--- src/rtl/pump_cmd_if.sv ---
// Command bundle between the sensor/button front end, the sequencer and the pump timer.
// The slave side is the sequencer; the master side is whoever drives buttons and samples.
interface pump_cmd_if #(
    parameter int HUM_W = 8
);
    logic             btn_mode;
    logic             btn_force;
    logic             btn_stop;
    logic [HUM_W-1:0] humidity;
    logic             humidity_valid;
    logic [HUM_W-1:0] hum_low_th;
    logic [HUM_W-1:0] hum_high_th;
    logic [1:0]       sel_in;
    logic [31:0]      period_in;
    logic [31:0]      on_in;

    logic             timer_start;
    logic             force_pulse;
    logic             timer_stop;
    logic [1:0]       pump_select;
    logic [31:0]      period_seconds;
    logic [31:0]      pulse_on_time;
    logic             auto_active;
    logic             cfg_err;

    modport master (
        output btn_mode, btn_force, btn_stop, humidity, humidity_valid,
               hum_low_th, hum_high_th, sel_in, period_in, on_in,
        input  timer_start, force_pulse, timer_stop, pump_select,
               period_seconds, pulse_on_time, auto_active, cfg_err
    );

    modport slave (
        input  btn_mode, btn_force, btn_stop, humidity, humidity_valid,
               hum_low_th, hum_high_th, sel_in, period_in, on_in,
        output timer_start, force_pulse, timer_stop, pump_select,
               period_seconds, pulse_on_time, auto_active, cfg_err
    );
endinterface

--- src/rtl/pump_cmd_sequencer.sv ---
// Turns button edges and humidity samples into single-cycle start/force/stop pulses
// for the pump timer, with hysteresis and a stop-to-start guard gap.
//
// state   | meaning
// S_OFF   | auto enabled, pump idle, waiting for low humidity
// S_RUN   | auto run in progress, waiting for high humidity
// S_HOLD  | auto disabled, only manual force / stop / mode honoured
// S_GUARD | post-stop spacing, all but btn_stop dropped
module pump_cmd_sequencer #(
    parameter int GAP_CYCLES = 4,
    parameter int HUM_W      = 8
) (
    input  logic      clk,
    input  logic      rst,
    pump_cmd_if.slave bus
);
    typedef enum logic [1:0] {S_OFF, S_RUN, S_HOLD, S_GUARD} state_t;

    localparam int               CNT_W    = $clog2(GAP_CYCLES) + 1;
    localparam logic [CNT_W-1:0] GAP_LOAD = CNT_W'(GAP_CYCLES - 1);

    state_t           state_q, state_d;
    logic [CNT_W-1:0] cnt_q, cnt_d;
    logic             hold_q, hold_d;
    logic             prev_stop_q, prev_mode_q, prev_force_q;
    logic             start_q, start_d;
    logic             force_q, force_d;
    logic             stop_q, stop_d;
    logic [1:0]       sel_q, sel_d;
    logic [31:0]      period_q, period_d;
    logic [31:0]      on_q, on_d;
    logic             err_q, err_d;

    logic             rise_stop, rise_mode, rise_force;
    logic             cfg_ok, hum_below, hum_above;
    logic [HUM_W-1:0] hum, lo_th, hi_th;

    assign hum   = bus.humidity;
    assign lo_th = bus.hum_low_th;
    assign hi_th = bus.hum_high_th;

    assign rise_stop  = bus.btn_stop  & ~prev_stop_q;
    assign rise_mode  = bus.btn_mode  & ~prev_mode_q;
    assign rise_force = bus.btn_force & ~prev_force_q;

    assign hum_below = bus.humidity_valid && (hum < lo_th);
    assign hum_above = bus.humidity_valid && (hum >= hi_th);
    assign cfg_ok    = (bus.sel_in != 2'd0) && (bus.period_in != 32'd0) &&
                       (bus.on_in != 32'd0) && (lo_th <= hi_th);

    always_comb begin
        state_d  = state_q;
        cnt_d    = cnt_q;
        hold_d   = hold_q;
        start_d  = 1'b0;
        force_d  = 1'b0;
        stop_d   = 1'b0;
        sel_d    = sel_q;
        period_d = period_q;
        on_d     = on_q;
        err_d    = err_q;

        case (state_q)
            S_OFF: begin
                if (rise_stop || rise_mode) begin
                    stop_d  = 1'b1;
                    hold_d  = 1'b1;
                    cnt_d   = GAP_LOAD;
                    state_d = S_GUARD;
                end else if (rise_force) begin
                    force_d = 1'b1;
                end else if (hum_below) begin
                    if (cfg_ok) begin
                        start_d  = 1'b1;
                        sel_d    = bus.sel_in;
                        period_d = bus.period_in;
                        on_d     = bus.on_in;
                        err_d    = 1'b0;
                        state_d  = S_RUN;
                    end else begin
                        err_d = 1'b1;
                    end
                end
            end
            S_RUN: begin
                if (rise_stop || rise_mode) begin
                    stop_d  = 1'b1;
                    hold_d  = 1'b1;
                    cnt_d   = GAP_LOAD;
                    state_d = S_GUARD;
                end else if (hum_above) begin
                    stop_d  = 1'b1;
                    hold_d  = 1'b0;
                    cnt_d   = GAP_LOAD;
                    state_d = S_GUARD;
                end else if (rise_force) begin
                    force_d = 1'b1;
                end
            end
            S_HOLD: begin
                if (rise_stop) begin
                    stop_d  = 1'b1;
                    hold_d  = 1'b1;
                    cnt_d   = GAP_LOAD;
                    state_d = S_GUARD;
                end else if (rise_mode) begin
                    state_d = S_OFF;
                end else if (rise_force) begin
                    force_d = 1'b1;
                end
            end
            S_GUARD: begin
                if (rise_stop) begin
                    stop_d = 1'b1;
                    hold_d = 1'b1;
                    cnt_d  = GAP_LOAD;
                end else if (cnt_q == '0) begin
                    state_d = hold_q ? S_HOLD : S_OFF;
                end else begin
                    cnt_d = cnt_q - CNT_W'(1);
                end
            end
            default: state_d = S_OFF;
        endcase
    end

    always_ff @(posedge clk) begin
        if (rst) begin
            state_q  <= S_OFF;
            cnt_q    <= '0;
            hold_q   <= 1'b0;
            start_q  <= 1'b0;
            force_q  <= 1'b0;
            stop_q   <= 1'b0;
            sel_q    <= 2'd0;
            period_q <= 32'd0;
            on_q     <= 32'd0;
            err_q    <= 1'b0;
            // Track the live level so a button held through reset needs a release first.
            prev_stop_q  <= bus.btn_stop;
            prev_mode_q  <= bus.btn_mode;
            prev_force_q <= bus.btn_force;
        end else begin
            state_q      <= state_d;
            cnt_q        <= cnt_d;
            hold_q       <= hold_d;
            start_q      <= start_d;
            force_q      <= force_d;
            stop_q       <= stop_d;
            sel_q        <= sel_d;
            period_q     <= period_d;
            on_q         <= on_d;
            err_q        <= err_d;
            prev_stop_q  <= bus.btn_stop;
            prev_mode_q  <= bus.btn_mode;
            prev_force_q <= bus.btn_force;
        end
    end

    assign bus.timer_start    = start_q;
    assign bus.force_pulse    = force_q;
    assign bus.timer_stop     = stop_q;
    assign bus.pump_select    = sel_q;
    assign bus.period_seconds = period_q;
    assign bus.pulse_on_time  = on_q;
    assign bus.auto_active    = (state_q == S_RUN);
    assign bus.cfg_err        = err_q;
endmodule

--- src/flat_wrapper.sv ---
// flat-port wrapper written by rule: the top's interface ports become plain ports
module pump_cmd_sequencer_flat 
#(
    parameter int GAP_CYCLES = 4,
    parameter int HUM_W      = 8
)
  (clk, rst, bus_btn_mode, bus_btn_force, bus_btn_stop, bus_humidity, bus_humidity_valid, bus_hum_low_th, bus_hum_high_th, bus_sel_in, bus_period_in, bus_on_in, bus_timer_start, bus_force_pulse, bus_timer_stop, bus_pump_select, bus_period_seconds, bus_pulse_on_time, bus_auto_active, bus_cfg_err);
  pump_cmd_if #(.HUM_W(HUM_W)) bus_i ();
  input  logic clk;
  input  logic rst;
  input wire logic [$bits(bus_i.btn_mode)-1:0] bus_btn_mode;
  input wire logic [$bits(bus_i.btn_force)-1:0] bus_btn_force;
  input wire logic [$bits(bus_i.btn_stop)-1:0] bus_btn_stop;
  input wire logic [$bits(bus_i.humidity)-1:0] bus_humidity;
  input wire logic [$bits(bus_i.humidity_valid)-1:0] bus_humidity_valid;
  input wire logic [$bits(bus_i.hum_low_th)-1:0] bus_hum_low_th;
  input wire logic [$bits(bus_i.hum_high_th)-1:0] bus_hum_high_th;
  input wire logic [$bits(bus_i.sel_in)-1:0] bus_sel_in;
  input wire logic [$bits(bus_i.period_in)-1:0] bus_period_in;
  input wire logic [$bits(bus_i.on_in)-1:0] bus_on_in;
  output wire logic [$bits(bus_i.timer_start)-1:0] bus_timer_start;
  output wire logic [$bits(bus_i.force_pulse)-1:0] bus_force_pulse;
  output wire logic [$bits(bus_i.timer_stop)-1:0] bus_timer_stop;
  output wire logic [$bits(bus_i.pump_select)-1:0] bus_pump_select;
  output wire logic [$bits(bus_i.period_seconds)-1:0] bus_period_seconds;
  output wire logic [$bits(bus_i.pulse_on_time)-1:0] bus_pulse_on_time;
  output wire logic [$bits(bus_i.auto_active)-1:0] bus_auto_active;
  output wire logic [$bits(bus_i.cfg_err)-1:0] bus_cfg_err;
  assign bus_i.btn_mode = bus_btn_mode;
  assign bus_i.btn_force = bus_btn_force;
  assign bus_i.btn_stop = bus_btn_stop;
  assign bus_i.humidity = bus_humidity;
  assign bus_i.humidity_valid = bus_humidity_valid;
  assign bus_i.hum_low_th = bus_hum_low_th;
  assign bus_i.hum_high_th = bus_hum_high_th;
  assign bus_i.sel_in = bus_sel_in;
  assign bus_i.period_in = bus_period_in;
  assign bus_i.on_in = bus_on_in;
  assign bus_timer_start = bus_i.timer_start;
  assign bus_force_pulse = bus_i.force_pulse;
  assign bus_timer_stop = bus_i.timer_stop;
  assign bus_pump_select = bus_i.pump_select;
  assign bus_period_seconds = bus_i.period_seconds;
  assign bus_pulse_on_time = bus_i.pulse_on_time;
  assign bus_auto_active = bus_i.auto_active;
  assign bus_cfg_err = bus_i.cfg_err;
  pump_cmd_sequencer #(.GAP_CYCLES(GAP_CYCLES), .HUM_W(HUM_W)) u_core (.clk(clk), .rst(rst), .bus(bus_i));
endmodule
--- config.mk ---
export PLATFORM = sky130hd
export DESIGN_NAME = pump_cmd_sequencer_flat
export DESIGN_NICKNAME = d
export VERILOG_FILES = /design/src/rtl/pump_cmd_if.sv /design/src/rtl/pump_cmd_sequencer.sv /design/src/flat_wrapper.sv
export SDC_FILE = /design/constraint.sdc
export NUM_CORES = 1
export LEC_CHECK = 0
export CAP_MARGIN = 20
export CORE_MARGIN = 8
export CORE_UTILIZATION = 47
export CTS_CLUSTER_SIZE = 14
export DETAILED_ROUTE_END_ITERATION = 10
export PLACE_DENSITY = 0.86
export SYNTH_ARGS = -nofsm -noshare
export SYNTH_HDL_FRONTEND = slang
export SYNTH_SLANG_ARGS = --single-unit
--- constraint.sdc ---
create_clock -name clk -period 3.92 [get_ports clk]
set_input_delay 0.784 -clock clk [delete_from_list [all_inputs] [get_ports clk]]
set_output_delay 0.784 -clock clk [all_outputs]
set_load 0.01 [all_outputs]
==> impl_results.md <==
* Run status: completed
* Post-route non-filler standard cell count at 729
* Power share of the combinational group at 23.1%
* Synthesized area per cell at 8.44 µm²
* NumNets Final at 737
* Critical path capture point type: flip-flop
* Area leader, netlist: sky130_fd_sc_hd__dfxtp_1
* Hold bufs inserted after CTS at 0
* Initial Util at 47.6%
* Overall Global Routing Usage at 23.4%
* First drt pass iteration count at 5
* Clock latency reported for the late side of the worst-skew pair at 0.34 ns
* Rel. slew slack at 44.3%
* Number of synthesized register bits at 79
* Sequence of cells on the critical path: clkdlybuf4s50_1, inv_1, ha_1, a211o_1, o211ai_1, nand4_1, or4_2, buf_12, o31ai_1, a21oi_1
* Largest net degree at the start of global routing at 69
* Slowest cell on the critical path: sky130_fd_sc_hd__or4_2
* Ys flop type: sky130_fd_sc_hd__dfxtp_1
* Number of clock sinks seen by CTS at 79
* Post-cts gate resize count at 0
* Ratio of cells with drive above 1 in the final layout at 5.48%
* Classification of the worst setup path: input port to flip-flop
* TritonCTS Buffers at 9
* Gate count after technology mapping at a little under 500
* Synth warnings at 0
* Switching share of total power at 28.7%
* Class of the worst hold path: flip-flop to flip-flop
* Worst reg2reg setup slack at 1.68 ns
* Crit path buffers/inverters at 3
* Sequential cell fraction of total power at 43.0%
* Area enclosed by the die boundary at 11900 µm²
* Area of the mapped netlist at 4090 µm²
* Area Growth Syn to Fin at 47.3%
* DR vias/cell at 6.40
* DRC at 0
* Routed Wire Length at approximately 15 mm
* Portion of total power attributed to the clock network at 33.9%
* Cells after DPL at ~700
* Clk buf depth at 2
* Area of the multi-input gates at 2230 µm²
* Hold-critical path endpoint: u_core.bus.pulse_on_time[10]
* Global-route wire length before repair at 22.7 mm
* Portion of the clock cycle consumed by the worst path in the final layout at 82.6%
* Standard-cell rows at 34
* Detailed-route wire length per cell at 20.0 µm
* Clk slew on worst S/H paths at 0.08 ns
* Final-report hold violation count at 0
* Number of antenna violations at the first check in global routing at 0
* Crit path DAT at approximately 3.4 ns
* Diode insertion count for antenna repair at 0
* Number of global-route vias before repair at 4637
* Final core utilization at 70.1%
* Total power per unit cell area at 329 nW/µm²
* Core area at approximately 8600 µm²
* Total negative slack for setup checks at 0 ns
* Sequential cell area in the final layout at about 1600 µm²
* Internal portion of total power at 0.00141 W
* Leakage power figure at 2.05 nW
* Reg2Reg Capture Point: u_core.bus.pulse_on_time[8]
* Via count at around 4700
* Synthesized Nets at 606
* Number of fillers in the final layout at 676
* Fraction of synthesized cell area taken by the top area cell type at 38.6%
* Kind of cell with the highest combined delay on the critical path: compound AO/OA/AOI/OAI gates
* Worst slew pin tran at around 0.84 ns
* Max-Cap Viols at 0
* Num ports at 167
* Final setup skew at 0.00870 ns
* Sum of net half-perimeters after detailed placement at roughly 11 mm
* Final number of setup-violating endpoints at 0
* Worst Setup Start Kind: input port
* Highest clock rate at 309 MHz
* RSZ-0062 raised after global routing: false
* Clock root buffer: sky130_fd_sc_hd__clkbuf_8
* Total number of H-tree levels at 3
* Power consumption at 0.00198 W
* Critical Path RT at 4.10 ns
* Die outline width at around 110 µm
* Sequential share of the synthesized area at 38.6%
* CTS tree: done
* Count of nets left with antenna violations after detail routing at 0
* Number of buffers added on ports at 166
* Count of pins over their slew limit at 0
* Placer congestion estimate at ~0.88
* Peak supply drop at 0.000192 V
* Largest stage delay, worst path at 0.60 ns
* Total grt overflow at 0
* DIE HEIGHT at 109 µm
* Count of buffers added by post-CTS timing repair for setup at 0
* Cell count of the worst hold path at 2
* Fraction of registers with async set/reset at 0%
* Min Tclk post-route at 3.24 ns
* Biggest area contributors in the synthesized netlist: sky130_fd_sc_hd__dfxtp_1 39%, sky130_fd_sc_hd__o31ai_1 12%, sky130_fd_sc_hd__nand4_1 11%, sky130_fd_sc_hd__a21oi_1 9.3%, sky130_fd_sc_hd__ha_1 7.6%
* Length in cells of the worst reg-to-reg path at 6
* Synth cell types at 40
* Origin of the critical flop-to-flop path: u_core.prev_stop_q
* Net switching power at 0.000568 W
* Number of enable-type register cells in the synthesized netlist at 0
* Worst hold path startpoint: u_core.bus.pulse_on_time[10]
* CP Max Fanout at 68
* DRC marker count from the first detailed-route iteration at 325
-- synthesized netlist by cell type (2+ instances only) --
library cell and number:
sky130_fd_sc_hd__a211oi_1 4, sky130_fd_sc_hd__a21o_1 2, sky130_fd_sc_hd__a21oi_1 76, sky130_fd_sc_hd__buf_2 6, sky130_fd_sc_hd__buf_6 3, sky130_fd_sc_hd__clkbuf_1 45
sky130_fd_sc_hd__dfxtp_1 79, sky130_fd_sc_hd__ha_1 25, sky130_fd_sc_hd__inv_1 18, sky130_fd_sc_hd__nand2_1 4, sky130_fd_sc_hd__nand2b_1 3, sky130_fd_sc_hd__nand3_1 3
sky130_fd_sc_hd__nand4_1 75, sky130_fd_sc_hd__nor2_1 15, sky130_fd_sc_hd__nor2b_1 3, sky130_fd_sc_hd__nor3_1 7, sky130_fd_sc_hd__nor4_1 18, sky130_fd_sc_hd__o211ai_1 2
sky130_fd_sc_hd__o21a_1 3, sky130_fd_sc_hd__o21ai_0 6, sky130_fd_sc_hd__o31ai_1 67, sky130_fd_sc_hd__or3_1 2, sky130_fd_sc_hd__or4_1 2
-- tightest hold or removal path: cells and delay by family (launching register included) --
kind               cells  cell delay (ns)
AOI/OAI and AO/OA      2             0.12
DFF                    1             0.31
-- registers in the layout (all words and copies together) (netlist names) --
| name | flops |
|---|---|
| u_core.hold_q | 1 |
| u_core.prev_force_q | 1 |
| u_core.bus.pump_select | 2 |
| u_core.state_q | 2 |
| u_core.prev_mode_q | 1 |
| u_core.bus.cfg_err | 1 |
| u_core.prev_stop_q | 1 |
| u_core.bus.timer_stop | 1 |
| u_core.bus.period_seconds | 32 |
| u_core.cnt_q | 3 |
| u_core.bus.timer_start | 1 |
| u_core.bus.force_pulse | 1 |
| u_core.bus.pulse_on_time | 32 |
-- per-layer routing --
metal,vias up,wire length (µm),track usage [%]
met3,54,1180,4.16
met5,-,0,0
met4,0,753,14.7
li1,2156,-,-
met1,2199,5530,27.7
met2,258,7110,38.8
-- layout make-up --
type                            instances  area share, %
Timing Repair Buffer                  175           29.6
Multi-Input combinational cell        332           37.0
Inverter                               19           1.18
Clock buffer                           11           2.35
Sequential cell                        79           26.2
Clock inverter                          5           1.35
Tap cell                              108           2.24
-- through the flow --
stage	setup slack (ns)	hold WS, ns	instance area [µm²]
finish	0.681	0.470	6030
global route	0.566	0.490	6030
CTS	0.714	0.469	6030
detailed placement	0.358	0.458	5800
global placement	0.461	0.454	5800
floorplan	1.14	0.442	4090
-- power groups by stage --
stage | registers [W] | clock network, W | logic (W)
6_report | 0.000852 | 0.000672 | 0.000458
5_1_grt | 0.000855 | 0.000717 | 0.000494
3_5_place_dp | 0.000870 | 0 | 0.000450
2_1_floorplan | 0.000872 | 0 | 0.000222
4_1_cts | 0.000851 | 0.000683 | 0.000453
3_3_place_gp | 0.000868 | 0 | 0.000437
-- kinds of logic (layout without fill, tap and decap cells) --
group           after synthesis  after routing  synth area share, %
compound gates              168            168                 26.0
fa+ha+maj                    25             25                 7.64
buf+inv                      74            210                 7.52
flops                        79             79                 38.6
mux                           1              1                0.245
simple gates                138            138                 20.0
-- placed cells by master, fill, tap and decap left out, types with 10 or more instances in the layout --
master,count
sky130_fd_sc_hd__o31ai_1,67
sky130_fd_sc_hd__nand4_1,75
sky130_fd_sc_hd__a21oi_1,76
sky130_fd_sc_hd__nor4_1,17
sky130_fd_sc_hd__inv_1,18
sky130_fd_sc_hd__clkbuf_8,10
sky130_fd_sc_hd__dfxtp_1,79
sky130_fd_sc_hd__ha_1,25
sky130_fd_sc_hd__nor2_1,15
sky130_fd_sc_hd__clkdlybuf4s50_1,165
-- worst max-delay path by stage --
stage                           start                       endpoint  slack (ns)  depth (start not counted)
floorplan           bus_hum_low_th[5]  u_core.bus.period_seconds[13]        1.14                         11
global placement    bus_hum_low_th[5]  u_core.bus.period_seconds[29]        0.46                         10
detailed placement  bus_hum_low_th[5]    u_core.bus.pulse_on_time[8]        0.36                         10
CTS                 bus_hum_low_th[5]    u_core.bus.pulse_on_time[8]        0.71                         10
global route        bus_hum_low_th[5]    u_core.bus.pulse_on_time[4]        0.57                         10
finish              bus_hum_low_th[5]    u_core.bus.pulse_on_time[8]        0.68                         10
Power figures use the tool's default switching activity.
